**src/rtl/cpu_mem_pkg.sv**
```systemverilog
// Shared definitions for the unified instruction/data memory port.
// Holds the default bus widths and the encoding of the read-owner tag that
// steers returning read data back to fetch or load/store.
package cpu_mem_pkg;

    localparam int ADDR_W_DEF = 16;
    localparam int DATA_W_DEF = 16;

    typedef enum logic [1:0] {
        TAG_NONE = 2'd0,
        TAG_IF   = 2'd1,
        TAG_LS   = 2'd2
    } owner_tag_e;

endpackage

```
**src/rtl/mem_starve_ctr.sv**
```systemverilog
// Saturating starvation counter for the fetch requester.
// Ports:
//   clk, rst   : clock, asynchronous active-high reset
//   inc        : fetch was denied this cycle
//   clr        : fetch was granted or not requesting this cycle (wins over inc)
//   cnt        : current count, saturates at STARVE_MAX
module mem_starve_ctr #(
    parameter int unsigned STARVE_MAX = 3
) (
    input  logic       clk,
    input  logic       rst,
    input  logic       inc,
    input  logic       clr,
    output logic [3:0] cnt
);

    logic [3:0] cnt_q;
    logic [3:0] cnt_d;

    always_comb begin
        cnt_d = cnt_q;
        if (clr) begin
            cnt_d = 4'd0;
        end else if (inc && (cnt_q < 4'(STARVE_MAX))) begin
            cnt_d = cnt_q + 4'd1;
        end
    end

    always_ff @(posedge clk or posedge rst) begin
        if (rst) begin
            cnt_q <= 4'd0;
        end else begin
            cnt_q <= cnt_d;
        end
    end

    assign cnt = cnt_q;

endmodule

```
**src/rtl/mem_port_arbiter.sv**
```systemverilog
// Arbiter for the single-ported unified memory shared by instruction fetch
// and the load/store unit. Grants one requester per cycle (load/store first,
// with a starvation escape for fetch), drives the memory port, and tags each
// read so the data returning one cycle later reaches the right requester.
// A flush squashes the fetch read returning in the same cycle.
//
// Ports:
//   clk, rst                       : clock, asynchronous active-high reset
//   if_req/if_addr                 : fetch read request
//   if_grant/fetch_stall           : combinational fetch accept / stall
//   if_rvalid/if_rdata             : fetch read return
//   flush                          : kill the fetch read returning this cycle
//   ls_req/ls_we/ls_addr/ls_wdata  : load/store request
//   ls_grant                       : combinational load/store accept
//   ls_rvalid/ls_rdata             : load read return
//   mem_addr/mem_we/mem_wdata      : memory command
//   mem_rdata                      : memory read data (one cycle latency)
//
// Owner tag states:
//   state    | meaning
//   TAG_NONE | no read returns this cycle
//   TAG_IF   | data on mem_rdata belongs to fetch
//   TAG_LS   | data on mem_rdata belongs to a load
module mem_port_arbiter
    import cpu_mem_pkg::*;
#(
    parameter int unsigned ADDR_W     = ADDR_W_DEF,
    parameter int unsigned DATA_W     = DATA_W_DEF,
    parameter int unsigned STARVE_MAX = 3
) (
    input  logic              clk,
    input  logic              rst,
    input  logic              if_req,
    input  logic [ADDR_W-1:0] if_addr,
    output logic              if_grant,
    output logic              if_rvalid,
    output logic [DATA_W-1:0] if_rdata,
    output logic              fetch_stall,
    input  logic              flush,
    input  logic              ls_req,
    input  logic              ls_we,
    input  logic [ADDR_W-1:0] ls_addr,
    input  logic [DATA_W-1:0] ls_wdata,
    output logic              ls_grant,
    output logic              ls_rvalid,
    output logic [DATA_W-1:0] ls_rdata,
    output logic [ADDR_W-1:0] mem_addr,
    output logic              mem_we,
    output logic [DATA_W-1:0] mem_wdata,
    input  logic [DATA_W-1:0] mem_rdata
);

    owner_tag_e tag_q;
    owner_tag_e tag_d;
    logic [3:0] starve_cnt;
    logic       starve_sat;

    mem_starve_ctr #(
        .STARVE_MAX (STARVE_MAX)
    ) u_starve_ctr (
        .clk (clk),
        .rst (rst),
        .inc (if_req & ~if_grant),
        .clr (~if_req | if_grant),
        .cnt (starve_cnt)
    );

    assign starve_sat = (starve_cnt >= 4'(STARVE_MAX));

    always_comb begin
        if_grant  = 1'b0;
        ls_grant  = 1'b0;
        mem_addr  = if_addr;
        mem_we    = 1'b0;
        mem_wdata = '0;
        tag_d     = TAG_NONE;

        // Load/store wins unless fetch has been denied STARVE_MAX cycles in a row.
        if (ls_req && !starve_sat) begin
            ls_grant = 1'b1;
        end else if (if_req) begin
            if_grant = 1'b1;
        end else if (ls_req) begin
            ls_grant = 1'b1;
        end

        if (ls_grant) begin
            mem_addr  = ls_addr;
            mem_we    = ls_we;
            mem_wdata = ls_wdata;
        end

        // Stores return nothing, so they leave no tag behind.
        if (if_grant) begin
            tag_d = TAG_IF;
        end else if (ls_grant && !ls_we) begin
            tag_d = TAG_LS;
        end
    end

    always_ff @(posedge clk or posedge rst) begin
        if (rst) begin
            tag_q <= TAG_NONE;
        end else begin
            tag_q <= tag_d;
        end
    end

    assign fetch_stall = if_req & ~if_grant;

    // Flush acts on the returning fetch data combinationally; the fetch
    // request issued in the same cycle is unaffected.
    assign if_rvalid = (tag_q == TAG_IF) && !flush;
    assign ls_rvalid = (tag_q == TAG_LS);
    assign if_rdata  = if_rvalid ? mem_rdata : '0;
    assign ls_rdata  = ls_rvalid ? mem_rdata : '0;

endmodule

```
**config.mk**
```make
export PLATFORM = sky130hd
export DESIGN_NAME = mem_port_arbiter
export DESIGN_NICKNAME = d
export VERILOG_FILES = /design/src/rtl/cpu_mem_pkg.sv /design/src/rtl/mem_starve_ctr.sv /design/src/rtl/mem_port_arbiter.sv
export SDC_FILE = /design/constraint.sdc
export NUM_CORES = 1
export LEC_CHECK = 0
export ABC_AREA = 1
export CORE_MARGIN = 3
export CORE_UTILIZATION = 24
export CTS_BUF_LIST = sky130_fd_sc_hd__clkbuf_4 sky130_fd_sc_hd__clkbuf_8 sky130_fd_sc_hd__clkbuf_16
export DETAILED_ROUTE_END_ITERATION = 7
export PLACE_DENSITY = 0.95
export SLEW_MARGIN = 20
export SYNTH_ARGS = -nofsm -noshare
export SYNTH_HDL_FRONTEND = slang
export SYNTH_SLANG_ARGS = --single-unit
export TNS_END_PERCENT = 1
```
**constraint.sdc**
```tcl
create_clock -name clk -period 3.4 [get_ports clk]
set_clock_uncertainty 0.2 [all_clocks]
set_input_delay 0.68 -clock clk [delete_from_list [all_inputs] [get_ports clk]]
set_output_delay 0.68 -clock clk [all_outputs]
set_load 0.02 [all_outputs]
```
# Yosys cells after proc, flatten, opt, wreduce, memory -nomap -nowiden
# Index checks and enable logic that the tools add are counted.
[op_classes]
magnitude_cmp = 2
n_addsub = 1
bitwise = 4
reduce_logical = 8
mux = 14
n_eq_ne = 2
[op_table]
columns = ["op", "n"]
rows = [
  ["2-to-1 mux 16 bit", 4],
  ["2-to-1 mux 4 bit", 2],
  ["2-to-1 mux 1 bit", 6],
  ["adder 4 x 1 -> 4 bit (second input constant)", 1],
  ["greater-or-equal comparator 4 x 2 -> 1 bit (second input constant)", 1],
  ["logical AND 1 bit", 4],
  ["less-than comparator 4 x 2 -> 1 bit (second input constant)", 1],
  ["2-to-1 mux 2 bit", 2],
  ["logical NOT 1 bit", 3],
  ["equality test 2 x 1 -> 1 bit (second input constant)", 1],
  ["equality test 2 bit (second input constant)", 1],
  ["NOT 1 bit", 2],
  ["nonzero test 2 bit", 1],
  ["AND 1 bit", 1],
  ["OR 1 bit", 1],
]
[word_totals]
register_bits = 6
wordCells = 33
out_inout_bits = 70
in_bits = 70

# Logic depth before layout (Yosys ltp)
[logic_depth]
word_depth = 9
depth_mapped = 8
depth_no_buf = 6

# Hierarchy
# Synthesis repeated with hierarchy kept, for this count alone.
[hier_totals]
cells_unflattened = 180
area_unflattened_um2 = 932.1
[modules_own_cells]
columns = ["mod", "area_each_um2", "cells_each", "n_inst"]
rows = [
  ["mem_port_arbiter", 743.2, 158, 1],
  ["mem_starve_ctr", 188.9, 22, 1],
]

# Least setup slack after synthesis
# Ideal clock, no wire load.
[synth_timing]
path_kind = "input port to output port"
start = "input if_req"
end = "output mem_wdata[12]"
path_slack_ns = 0.921
path_buffers = 1
path_stages = 4
arrival_time_ns = 1.599
cell_sequence = "inv_2 nand2_2 buf_2 a21boi_0"
[synth_via]
elab_chain_cells = 3
[synth_lines]
columns = ["element", "line", "source"]
rows = [
  ["start: declaration", "mem_port_arbiter.sv:33", "input logic if_req,"],
  ["2-to-1 mux 1 bit", "mem_port_arbiter.sv:81", "end else if (if_req) begin"],
  ["2-to-1 mux 1 bit", "mem_port_arbiter.sv:79", "if (ls_req && !starve_sat) begin"],
  ["2-to-1 mux 16 bit", "mem_port_arbiter.sv:87", "if (ls_grant) begin"],
  ["end: declaration", "mem_port_arbiter.sv:49", "output logic [DATA_W-1:0] mem_wdata,"],
]
# No other way between the ends.

# Worst setup path in the final report
[layout_timing]
start = "input ls_req"
end = "output mem_addr[7]"
[layout_via]
elab_chain_cells = 4
word_cells_on_any_way = 5
classes_between = "4 x mux; 1 x reduce/logical"
[layout_lines]
columns = ["element", "line", "source"]
rows = [
  ["start: declaration", "mem_port_arbiter.sv:40", "input logic ls_req,"],
  ["2-to-1 mux 1 bit", "mem_port_arbiter.sv:83", "end else if (ls_req) begin"],
  ["2-to-1 mux 1 bit", "mem_port_arbiter.sv:81", ""],
  ["2-to-1 mux 1 bit (*)", "mem_port_arbiter.sv:79", ""],
  ["2-to-1 mux 16 bit (*)", "mem_port_arbiter.sv:87", ""],
  ["end: declaration", "mem_port_arbiter.sv:47", "output logic [ADDR_W-1:0] mem_addr,"],
]
# Every way passes the cells marked *; elsewhere a longest branch is shown, timed or not.

==> impl_metrics.tcl <==
set metrics [dict create \
    antenna_cells_inserted 0 \
    worst-slew-pin-transition_ns 0.511 \
    cts_repair_resize_count 0 \
    crit_arrival_ns 2.43 \
    finalInstanceArea_mm2 0.00237 \
    place.port_buffers 139 \
    peakVddDrop_uv 162 \
    num-nets-final 362 \
    hpwlAfterDp_um 3480 \
    timing.max_slew.rel_slack_pct 65.9 \
    syn_inst 152 \
    clock-root-buffer "sky130_fd_sc_hd__clkbuf_4" \
    timing.final.crit_period_ns 3.31 \
    vias_per_cell 4.34 \
    tritoncts "built" \
    grt-ovfl-total 0 \
    maximum_number_of_pins_on_one_net_before_global_route_repair 37 \
    first_drt_iteration_drcs 49 \
    core_area_mm2 0.00342 \
    grt_pass1_wl_um 6180 \
    criticalPathCategory "in -> out" \
    drt.antenna.violating_nets 0 \
    gr-usage-all-layers_pct 17.6 \
    cp-end-kind "primary output" \
    top_cell_by_count_worst_path "sky130_fd_sc_hd__nand2_1" \
    clkSlewWorstSetupHoldPaths_ns 0.04 \
    final.setup.worst_slack_ns 0.0850 \
    worst_ep_required_time_ns 2.52 \
    place_congestion 0.746 \
    max_clock_freq_ghz 0.302 \
    avgRoutedWirePerCell_um 12.5 \
    detailroute.via_count 1455 \
    grt_pass1_vias 1346 \
    synth-seq-cells 6 \
    reg2reg_setup_slack_ns 1.84 \
    drcViolationCount 0 \
    slowest_stage "sky130_fd_sc_hd__clkdlybuf4s50_1" \
    io_pins 140 \
    cts_post_setup_buffers_inserted 0 \
    row_count 21 \
    firstDrtPassIters 7 \
    hold_viol_final 0 \
    synth-warning-count 0 \
    clock_latency_ns 0.25 \
    final_setup_violating_endpoints 0 \
    post_detailed_placement_cell_area_mm2 0.00230 \
    power_leakage_nw 1.31 \
    dpl.cell_count 332 \
    drt_wl_total_um 4180 \
    critical_path.startpoint_type "input pin" \
    number_of_pins_with_negative_max_slew_slack_in_the_final_report 0 \
    area.growth.synth_to_final_pct 172 \
    timing.critical_path.slowest_cell_delay_ns 0.59 \
    drive_gt1_share_pct 4.84 \
    finalCritPeriodShare_pct 97.5 \
    timing.critical_path.fanout_max 36 \
    number_of_h_tree_branching_levels 1 \
    cp_cell_sequence "clkdlybuf4s50_1 > inv_2 > nor2_2 > nand2_1 > buf_12 > nand2_8 > nand2_1 > nand2_1 > clkdlybuf4s50_1" \
    finished_layout_cells 335 \
    power_density_mw_per_mm2 186 \
    status "complete, no violations" \
    cts_inserted_buffers 3 \
    die_area_mm2 0.00439 \
    pre_cts_ws_ns 0.0341 \
    initial_core_util_pct 25.5 \
    clkSinkCount 6 \
    cts_max_path_buffers 2 \
    min_delay_path_class "reg -> reg" \
    seq_area_frac_synth_pct 17.2 \
    dieWidth_um 66.3 \
    grt_antenna_before_repair 0 \
    finish.utilization_pct 69.5 \
    netlist-cell-type-count 19 \
    mappedNetlistArea_um2 872 \
    synthesis.area_per_instance_um2 5.74 \
    die_y_um 66.3 \
    maxCapViolations 0 \
    hold_buffers 0 \
]
-- routing by layer --
metal  share of wire (%)  track usage, %  wire length [um]
met1                  34            18.2              1420
met4                0.74            3.81                31
met2                  53            34.0              2210
met5                   0               0                 0
met3                  12            5.78               518
-- through the flow --
stage,power (mW),setup TNS [ns],hold slack (ns)
floorplan,0.205,0,0.225
CTS,0.450,0,0.252
global placement,0.376,0,0.238
finish,0.442,0,0.248
global route,0.472,-0.00150,0.261
detailed placement,0.381,0,0.245
-- power breakdown --
group,internal [mW],switching (mW)
combinational,0.165,0.135
sequential,0.0746,0.00104
clock,0.0400,0.0271
total,0.279,0.163
-- flip-flops by register name, summed over array words and instances, names as in the netlist --
register / cells
tag_q: 2
u_starve_ctr.cnt: 4
-- critical path: cells and delay by family --
kind / cells / cell delay [ns]
buffers and inverters: 4 / 1.31
and+or+nand+nor: 5 / 0.42
-- path summary, 6_finish.rpt --
path | start | endpoint | cells after the start
min in group asynchronous | rst | tag_q[0] | 2
max | ls_req | mem_addr[7] | 9
min reg2reg | u_starve_ctr.cnt[0] | u_starve_ctr.cnt[0] | 1
max in group asynchronous | rst | u_starve_ctr.cnt[2] | 2
min | u_starve_ctr.cnt[0] | u_starve_ctr.cnt[0] | 1
max reg2reg | u_starve_ctr.cnt[0] | tag_q[1] | 6
-- cell families (layout without fill, tap and decap cells) --
| group | after synthesis | after routing | synth area share, % |
|---|---|---|---|
| compound gates | 19 | 19 | 15.8 |
| fa+ha+maj | 1 | 1 | 1.43 |
| buf+inv | 34 | 170 | 19.8 |
| flops | 6 | 6 | 17.2 |
| other cells | 1 | 2 | 0.430 |
| simple gates | 91 | 91 | 45.3 |
-- cell usage in the layout (no fill, tap or decap) --
cell type,n
sky130_fd_sc_hd__a21boi_0,15
sky130_fd_sc_hd__a21boi_1,2
sky130_fd_sc_hd__a21oi_1,2
sky130_fd_sc_hd__buf_12,2
sky130_fd_sc_hd__buf_4,2
sky130_fd_sc_hd__clkbuf_4,3
sky130_fd_sc_hd__clkdlybuf4s50_1,118
sky130_fd_sc_hd__conb_1,2
sky130_fd_sc_hd__dfrtp_1,6
sky130_fd_sc_hd__dlymetal6s2s_1,21
sky130_fd_sc_hd__ha_1,1
sky130_fd_sc_hd__inv_1,22
sky130_fd_sc_hd__inv_2,2
sky130_fd_sc_hd__nand2_1,34
sky130_fd_sc_hd__nand2_2,1
sky130_fd_sc_hd__nand2_8,1
sky130_fd_sc_hd__nand3_1,16
sky130_fd_sc_hd__nor2_1,36
sky130_fd_sc_hd__nor2_2,1
sky130_fd_sc_hd__nor3_2,2
-- layout make-up --
type                            instances  area [um^2]
Inverter                               24         90.1
Tap cell                               46         57.6
Clock buffer                            3         22.5
Timing Repair Buffer                  143         1500
Multi-Input combinational cell        113          553
Fill cell                             268         1040
Sequential cell                         6          150
-- Yosys cell counts --
library cell,count,share of area [%]
sky130_fd_sc_hd__nand2_2,1,0.72
sky130_fd_sc_hd__nand2_1,34,15
sky130_fd_sc_hd__inv_2,2,0.86
sky130_fd_sc_hd__nand2_8,1,2.3
sky130_fd_sc_hd__clkbuf_1,1,0.43
sky130_fd_sc_hd__nor3_2,2,2.3
sky130_fd_sc_hd__buf_2,5,2.9
sky130_fd_sc_hd__ha_1,1,1.4
sky130_fd_sc_hd__a21boi_1,2,1.7
sky130_fd_sc_hd__buf_6,3,3.9
sky130_fd_sc_hd__a21boi_0,15,13
sky130_fd_sc_hd__inv_1,22,9.5
sky130_fd_sc_hd__nor2_2,1,0.72
sky130_fd_sc_hd__buf_12,1,2.3
sky130_fd_sc_hd__a21oi_1,2,1.1
sky130_fd_sc_hd__nor2_1,36,15
sky130_fd_sc_hd__dfrtp_1,6,17
sky130_fd_sc_hd__conb_1,1,0.43
sky130_fd_sc_hd__nand3_1,16,9.2
(Power assumes the default switching activity.)
